--- src/rtl/uart_pkg.sv ---
// Shared definitions for the UART transmit path: FSM state encoding and divider constants.
package uart_pkg;

    typedef enum logic [2:0] {
        ST_IDLE   = 3'd0,
        ST_START  = 3'd1,
        ST_DATA   = 3'd2,
        ST_PARITY = 3'd3,
        ST_STOP   = 3'd4
    } tx_state_e;

    // Clock cycles per bit from a 50 MHz system clock.
    localparam int unsigned BPS_DIV_115200 = 434;
    localparam int unsigned BPS_DIV_9600   = 5208;

    localparam int unsigned BPS_CNT_W = 13;

endpackage

--- src/rtl/uart_tx_bps.sv ---
// Bit-period timer: counts while run_i is high and pulses bit_end_o on the last cycle of each bit.
module uart_tx_bps
    import uart_pkg::*;
#(
    parameter int unsigned BPS_DIV = BPS_DIV_115200
) (
    input  logic clk_i,
    input  logic rst_ni,
    input  logic run_i,
    output logic bit_end_o
);

    localparam logic [BPS_CNT_W-1:0] CntMax = BPS_CNT_W'(BPS_DIV - 1);

    logic [BPS_CNT_W-1:0] cnt_q, cnt_d;

    // End-of-bit pulse, not mid-bit: the FSM advances exactly BPS_DIV cycles after entering a bit.
    assign bit_end_o = run_i && (cnt_q == CntMax);

    // Next count: held at zero while idle, wraps at the end of each bit.
    always_comb begin
        cnt_d = cnt_q;
        if (!run_i || bit_end_o) begin
            cnt_d = '0;
        end else begin
            cnt_d = cnt_q + 1'b1;
        end
    end

    // Counter register with synchronous active-low reset.
    always_ff @(posedge clk_i) begin
        if (!rst_ni) begin
            cnt_q <= '0;
        end else begin
            cnt_q <= cnt_d;
        end
    end

endmodule

--- src/rtl/uart_tx_frame.sv ---
// UART transmitter: start bit, 8 data bits LSB first, optional parity, 1 or 2 stop bits.
module uart_tx_frame
    import uart_pkg::*;
#(
    parameter int unsigned BPS_DIV    = BPS_DIV_115200,
    parameter bit          PARITY_EN  = 1'b0,
    parameter bit          PARITY_ODD = 1'b0,
    parameter int unsigned STOP_BITS  = 1
) (
    input  logic       clk_i,
    input  logic       rst_ni,
    input  logic [7:0] tx_data_i,
    input  logic       tx_valid_i,
    output logic       tx_ready_o,
    output logic       tx_done_o,
    output logic       txd_o
);

    tx_state_e  state_q, state_d;
    logic [7:0] shift_q, shift_d;
    logic [2:0] idx_q, idx_d;
    logic       sc_q, sc_d;
    logic       parity_q, parity_d;
    logic       done_q, done_d;
    logic       txd_q, txd_d;
    logic       bit_end;
    logic       accept;

    assign tx_ready_o = (state_q == ST_IDLE);
    assign accept     = tx_valid_i && tx_ready_o;
    assign tx_done_o  = done_q;
    assign txd_o      = txd_q;

    uart_tx_bps #(
        .BPS_DIV(BPS_DIV)
    ) u_bps (
        .clk_i    (clk_i),
        .rst_ni   (rst_ni),
        .run_i    (state_q != ST_IDLE),
        .bit_end_o(bit_end)
    );

    // Next-state, datapath and line level; txd is derived from the next state so the pin is a flop.
    always_comb begin
        state_d  = state_q;
        shift_d  = shift_q;
        idx_d    = idx_q;
        sc_d     = sc_q;
        parity_d = parity_q;
        done_d   = 1'b0;

        unique case (state_q)
            ST_IDLE: begin
                if (accept) begin
                    state_d  = ST_START;
                    shift_d  = tx_data_i;
                    parity_d = (^tx_data_i) ^ PARITY_ODD;
                    idx_d    = 3'd0;
                    sc_d     = 1'b0;
                end
            end
            ST_START: begin
                if (bit_end) begin
                    state_d = ST_DATA;
                    idx_d   = 3'd0;
                end
            end
            ST_DATA: begin
                if (bit_end) begin
                    shift_d = {1'b0, shift_q[7:1]};
                    idx_d   = idx_q + 3'd1;
                    if (idx_q == 3'd7) begin
                        state_d = PARITY_EN ? ST_PARITY : ST_STOP;
                        sc_d    = 1'b0;
                    end
                end
            end
            ST_PARITY: begin
                if (bit_end) begin
                    state_d = ST_STOP;
                    sc_d    = 1'b0;
                end
            end
            ST_STOP: begin
                if (bit_end) begin
                    if ((STOP_BITS == 2) && !sc_q) begin
                        sc_d = 1'b1;
                    end else begin
                        state_d = ST_IDLE;
                        done_d  = 1'b1;
                    end
                end
            end
            default: begin
                state_d = ST_IDLE;
            end
        endcase

        unique case (state_d)
            ST_START:  txd_d = 1'b0;
            ST_DATA:   txd_d = shift_d[0];
            ST_PARITY: txd_d = parity_q;
            default:   txd_d = 1'b1;
        endcase
    end

    // State and datapath registers; reset aborts any frame in flight without a done pulse.
    always_ff @(posedge clk_i) begin
        if (!rst_ni) begin
            state_q  <= ST_IDLE;
            shift_q  <= '0;
            idx_q    <= '0;
            sc_q     <= 1'b0;
            parity_q <= 1'b0;
            done_q   <= 1'b0;
            txd_q    <= 1'b1;
        end else begin
            state_q  <= state_d;
            shift_q  <= shift_d;
            idx_q    <= idx_d;
            sc_q     <= sc_d;
            parity_q <= parity_d;
            done_q   <= done_d;
            txd_q    <= txd_d;
        end
    end

endmodule

--- config.mk ---
export PLATFORM = sky130hd
export DESIGN_NAME = uart_tx_frame
export DESIGN_NICKNAME = d
export VERILOG_FILES = /design/src/rtl/uart_pkg.sv /design/src/rtl/uart_tx_bps.sv /design/src/rtl/uart_tx_frame.sv
export SDC_FILE = /design/constraint.sdc
export NUM_CORES = 1
export LEC_CHECK = 0
export CAP_MARGIN = 0
export CORE_UTILIZATION = 60
export DETAILED_ROUTE_END_ITERATION = 10
export PLACE_DENSITY_LB_ADDON = 0.08
export SLEW_MARGIN = 15
export SYNTH_ARGS = -nofsm -noshare
export SYNTH_HDL_FRONTEND = slang
export SYNTH_SLANG_ARGS = --single-unit
export TNS_END_PERCENT = 20
--- constraint.sdc ---
create_clock -name clk_i -period 4.18 [get_ports clk_i]
set_input_delay 0.418 -clock clk_i [delete_from_list [all_inputs] [get_ports clk_i]]
set_output_delay 0.418 -clock clk_i [all_outputs]
set_load 0.005 [all_outputs]
# Word-level counts from Yosys, hierarchy flattened
# Cells that the tools add are included.
[totals]
register_bits = 30
input_bits = 11
output_inout_bits = 3
elab_cells = 53
[classes]
n_addsub = 2
n_eq_ne = 12
n_mux = 16
bitwise_logic = 1
n_reduce_logical = 14
[op_table]
columns = ["operator", "n"]
rows = [
  ["3-bit 2-to-1 mux", 9],
  ["8-bit 2-to-1 mux", 2],
  ["8-bit one-hot mux with 2 select lines", 1],
  ["3-bit one-hot mux with 5 select lines", 1],
  ["13-bit by 1-bit adder with 13-bit output, second input constant", 1],
  ["13-bit by 9-bit equality test with 1-bit output, second input constant", 1],
  ["3-bit by 2-bit equality test with 1-bit output, second input constant", 4],
  ["3-bit one-hot mux with 3 select lines", 1],
  ["8-bit XOR reduction", 1],
  ["3-bit by 1-bit equality test with 1-bit output, second input constant", 2],
  ["3-bit equality test, second input constant", 2],
  ["2-bit by 1-bit != test with 1-bit output, second input constant", 3],
  ["3-bit nonzero test", 2],
  ["2-bit AND reduction", 2],
  ["4-bit AND reduction", 1],
  ["3-bit by 1-bit adder with 3-bit output, second input constant", 1],
  ["3-bit zero test", 1],
  ["1-bit one-hot mux with 3 select lines", 1],
  ["3-bit AND reduction", 1],
  ["1-bit logical AND", 2],
  ["2-bit nonzero test", 1],
  ["2-bit OR reduction", 1],
  ["1-bit zero test", 1],
  ["1-bit logical OR", 1],
  ["other kinds (2)", 2],
]

# Depth between registers and ports, before layout
[logic_depth]
depth_word = 6
depth_mapped = 8
ltp_nobuf = 7

# Modules after synthesis
# Synthesis repeated with hierarchy kept, for this count alone.
[unflattened]
hier_cells = 168
area_unflattened_um2 = 1517.7
[by_module_without_submodules]
columns = ["module", "instances", "cells_per_inst", "area_per_inst_um2", "seq_area_each_um2"]
rows = [
  ["uart_tx_frame", 1, 102, 937.1, 340.3],
  ["uart_tx_bps", 1, 66, 580.6, 260.2],
]

# Worst setup path before layout
# Ideal clock, no wire load.
[synth_path]
path_type = "flip-flop to flip-flop"
start = "register u_bps.cnt_q[1]"
end = "register txd_q, in the netlist txd_o"
arrival_time_ps = 1585
slack_ps = 2452
path_stages_with_launch = 9
synth_period_minus_slack_ps = 1728
path_cell_list = "dfxtp_1 inv_1 ha_1 and4b_4 and4_1 buf_6 a22o_4 a211oi_2 o311ai_2"
[synth_between]
elab_chain_cells = 6
[synth_rtl]
columns = ["element", "line", "text"]
rows = [
  ["start, declared", "uart_tx_bps.sv:15", "logic [BPS_CNT_W-1:0] cnt_q, cnt_d;"],
  ["start signal, assigned", "uart_tx_bps.sv:35", "cnt_q <= cnt_d;"],
  ["13-bit by 9-bit equality test with 1-bit output *", "uart_tx_bps.sv:18", "assign bit_end_o = run_i && (cnt_q == CntMax);"],
  ["1-bit logical AND *", "uart_tx_bps.sv:18", ""],
  ["3-bit 2-to-1 mux (on tied branches)", "-", ""],
  ["3-bit one-hot mux with 5 select lines", "uart_tx_frame.sv:52", "unique case (state_q)"],
  ["3-bit by 2-bit equality test with 1-bit output / 3-bit by 1-bit equality test with 1-bit output (equally long branches)", "uart_tx_frame.sv:99", "unique case (state_d)"],
  ["1-bit one-hot mux with 3 select lines *", "uart_tx_frame.sv:99", ""],
  ["end signal, assigned", "uart_tx_frame.sv:124", "txd_q <= txd_d;"],
  ["end, declared", "uart_tx_frame.sv:25", "logic txd_q, txd_d;"],
]
# Mark *: on every way between the ends. The rest lies on a longest branch, timed or not. The select of a mux whose other input is x is not followed.
# A chain may end at the register's enable or synchronous reset.

# Worst setup path in the final report
[layout_path]
start = "register state_q[0]"
end = "output port tx_ready_o"
[layout_between]
elab_chain_cells = 1
[layout_rtl]
columns = ["element", "line", "text"]
rows = [
  ["start, declared", "uart_tx_frame.sv:19", "tx_state_e state_q, state_d;"],
  ["start signal, assigned", "uart_tx_frame.sv:118", "state_q <= state_d;"],
  ["3-bit zero test", "uart_tx_frame.sv:29", "assign tx_ready_o = (state_q == ST_IDLE);"],
  ["end, declared", "uart_tx_frame.sv:14", "output logic tx_ready_o,"],
]
# No other way between the ends.

==> qor.txt <==
CTS Buffer Depth: 2
Worst slew pin tran: 0.599 ns
WP buf/inv: 1
DR pass1 iterations: 4
Comb pwr share: 0.113
I/O pin cnt: 14
Status: complete, no violations
Rel. slew slack: 0.601
Die X: 52.0 um
Final clock skew: 0.00246 ns
Synthesized Nets: 172
Yosys top cell area share: 0.400
Worst Setup End Kind: output port
Fin crit share: 0.467
Crit path required time: 3.76 ns
Drt wl/cell: 14.1 um
Post-CTS setup buffer count: 0
Average size of a mapped cell: 9.57 um2
Initial core utilization: 0.660
Via count: 1,154
# rows: 17
Crit path DAT: 1.54 ns
Synth area leaders: dfxtp_1, xnor2_1, nor2_1, a21boi_0, ha_1
Area Growth Syn to Fin: 12.7%
Root buf cell: clkbuf_4
Largest net degree at the start of global routing: 19
Total routed wirelength: 2820 um
Hold Crit Class: flop to flop
Hold-fix buffers, CTS: 0
Pwr Total: 0.547 mW
Clk Latency, worst-skew pair: 0.33 ns
Post-synthesis sequential area ratio: 0.400
LEAKAGE: 0.562 nW
EDFF count, synth: 0
IO Port Bufs: 13
Crit-path max FO: 7
Synth unique cells: 42
Sw frac: 0.254
HPWL Detailed: 2060 um
Inserted Clock Buffers: 5
Initial DRC count: 18
Critical path's top delay family: buffers and inverters
Reg area: 601 um2
First-pass GRT wire length: 4490 um
Vias in the first global route: 1,030
Placed cell count: 192
Synthesized area: 0.00150 mm2
CP max stage cell: clkdlybuf4s50_1
Initial antenna violation count: 0
Clock network fraction of total power: 0.338
H-tree depth: 2
Fmax: 512 MHz
Multi-input gate area: 857 um2
Crit path largest cell delay: 0.54 ns
Most used DFF post-synth: dfxtp_1
CTS tree: yes
Die Area: 0.00271 mm2
DRT antenna net count: 0
Total net switching power: 0.139 mW
Ys async rst share: 0
Yosys reg bits: 30
Period minus WS final: 1.95 ns
Setup slack, reg-to-reg: 2.23 ns
Cell count after synthesis: 157
Final setup viols: 0
Die span in y: 52.0 um
RePlAce Congestion: 0.797
Synth area leader: dfxtp_1
Worst path cell trace: nor3_2 > clkdlybuf4s50_1
Unrepaired setup endpoints after global routing: false
# clock sinks: 30
Reg power frac: 0.550
Number of antenna diodes: 0
Finished Layout Cells: 200
Fin Setup TNS: 0 ns
Post-cts resize count: 0
Vias per inst: 5.77
Critical path launch point type: flop
Synth Warn #: 0
Maximum vdd ir drop: 0.263 mV
Global Route Usage Sum: 0.235
Max cap viols: 0
Crit Path Class: flop to output port
Cell Pwr Density: 323 mW/mm2
Share of cells above drive strength 1: 0.105
Final hold vios: 0
Max Slew Vio Count: 0
Core area: 0.00228 mm2
Power Internal: 0.408 mW
Grt total ovfl: 0
Worst-path clk slew: 0.10 ns
Fill cells: 173
Net count of the finished layout: 186
DRC: 0
[final cells by class]
cell class / count / area share
Clock inverter: 2 / 0.00739
Multi-Input combinational cell: 119 / 0.506
Tap cell: 28 / 0.0207
Inverter: 2 / 0.00443
Sequential cell: 30 / 0.355
Timing Repair Buffer: 13 / 0.0768
Clock buffer: 6 / 0.0303
[registers in the layout (all words and copies together), names as in the netlist]
| name | cells |
|---|---|
| u_bps.cnt_q | 13 |
| shift_q | 8 |
| idx_q | 3 |
| state_q | 3 |
| parity_q | 1 |
| tx_done_o | 1 |
| txd_o | 1 |
[metal layers]
layer / up-vias / track usage / part of all wire
met4: 0 / 0.122 / 0.020
met5: - / 0 / 0
li1: 578 / - / -
met3: 8 / 0.0702 / 0.040
met1: 541 / 0.287 / 0.47
met2: 27 / 0.370 / 0.47
[through the flow]
| stage | hold slack, ns | area [um2] | util | setup slack [ns] |
|---|---|---|---|---|
| after global placement | 0.459 | 1630 | 0.716 | 2.16 |
| after floorplan | 0.443 | 1500 | - | 2.45 |
| after detailed placement | 0.466 | 1630 | 0.716 | 2.09 |
| after global routing | 0.504 | 1690 | 0.744 | 2.10 |
| after CTS | 0.480 | 1690 | 0.744 | 2.23 |
| final | 0.477 | 1690 | 0.744 | 2.23 |
[synthesized netlist by cell type (all sizes together), types with 3 or more instances]
master / number
nor2: 23
nand4: 6
nand2: 13
buf: 5
ha: 4
a21boi: 11
dfxtp: 30
xor2: 3
a22oi: 6
a21oi: 3
nand3b: 3
nand3: 5
xnor2: 16
nor4b: 3
[cell usage in the layout (no fill, tap or decap), types with 2 or more instances in the layout]
cell and count:
nand2_1 13, nand4_1 6, inv_1 2, clkbuf_4 5, ha_1 4, dfxtp_1 30
xor2_1 3, and3_1 2, clkdlybuf4s50_1 13, nor2_1 22, nor4b_4 2, xnor2_1 16
nand3_1 5, nand3b_1 3, or3b_1 2, a21boi_0 9, a22oi_1 6, a21oi_1 2
a21boi_1 2, nor2b_1 2
[final timing paths]
check                      start    endpoint  cells past startpoint
setup / recovery      state_q[0]  tx_ready_o                      2
hold / removal        shift_q[2]  shift_q[2]                      2
setup reg to reg  u_bps.cnt_q[0]       txd_o                      6
hold reg to reg       shift_q[2]  shift_q[2]                      2
[cells by family (layout without fill, tap and decap cells)]
kind of cell,count (synthesis),after routing,synth area share
simple gates,68,68,0.273
xor+xnor,19,19,0.111
fa+ha+maj,4,4,0.0333
compound gates,28,28,0.153
buf+inv,8,23,0.0300
flops,30,30,0.400
[power groups by stage]
| stage | combinational [mW] | sequential (mW) | clock (mW) |
|---|---|---|---|
| after floorplan | 0.0415 | 0.306 | 0 |
| after global placement | 0.0603 | 0.307 | 0 |
| after detailed placement | 0.0616 | 0.308 | 0 |
| after CTS | 0.0624 | 0.301 | 0.190 |
| after global routing | 0.0680 | 0.302 | 0.204 |
| final | 0.0617 | 0.301 | 0.185 |
[worst reg2reg max path, delay by kind of cell (launching register included)]
kind / cells / cell delay [ns]
AND/OR/NAND/NOR: 3 / 0.81
flip-flops: 1 / 0.41
adder cells (fa/ha/maj): 1 / 0.18
AO/OA/AOI/OAI: 2 / 0.40
No activity file was read; power rests on OpenSTA's default activity.
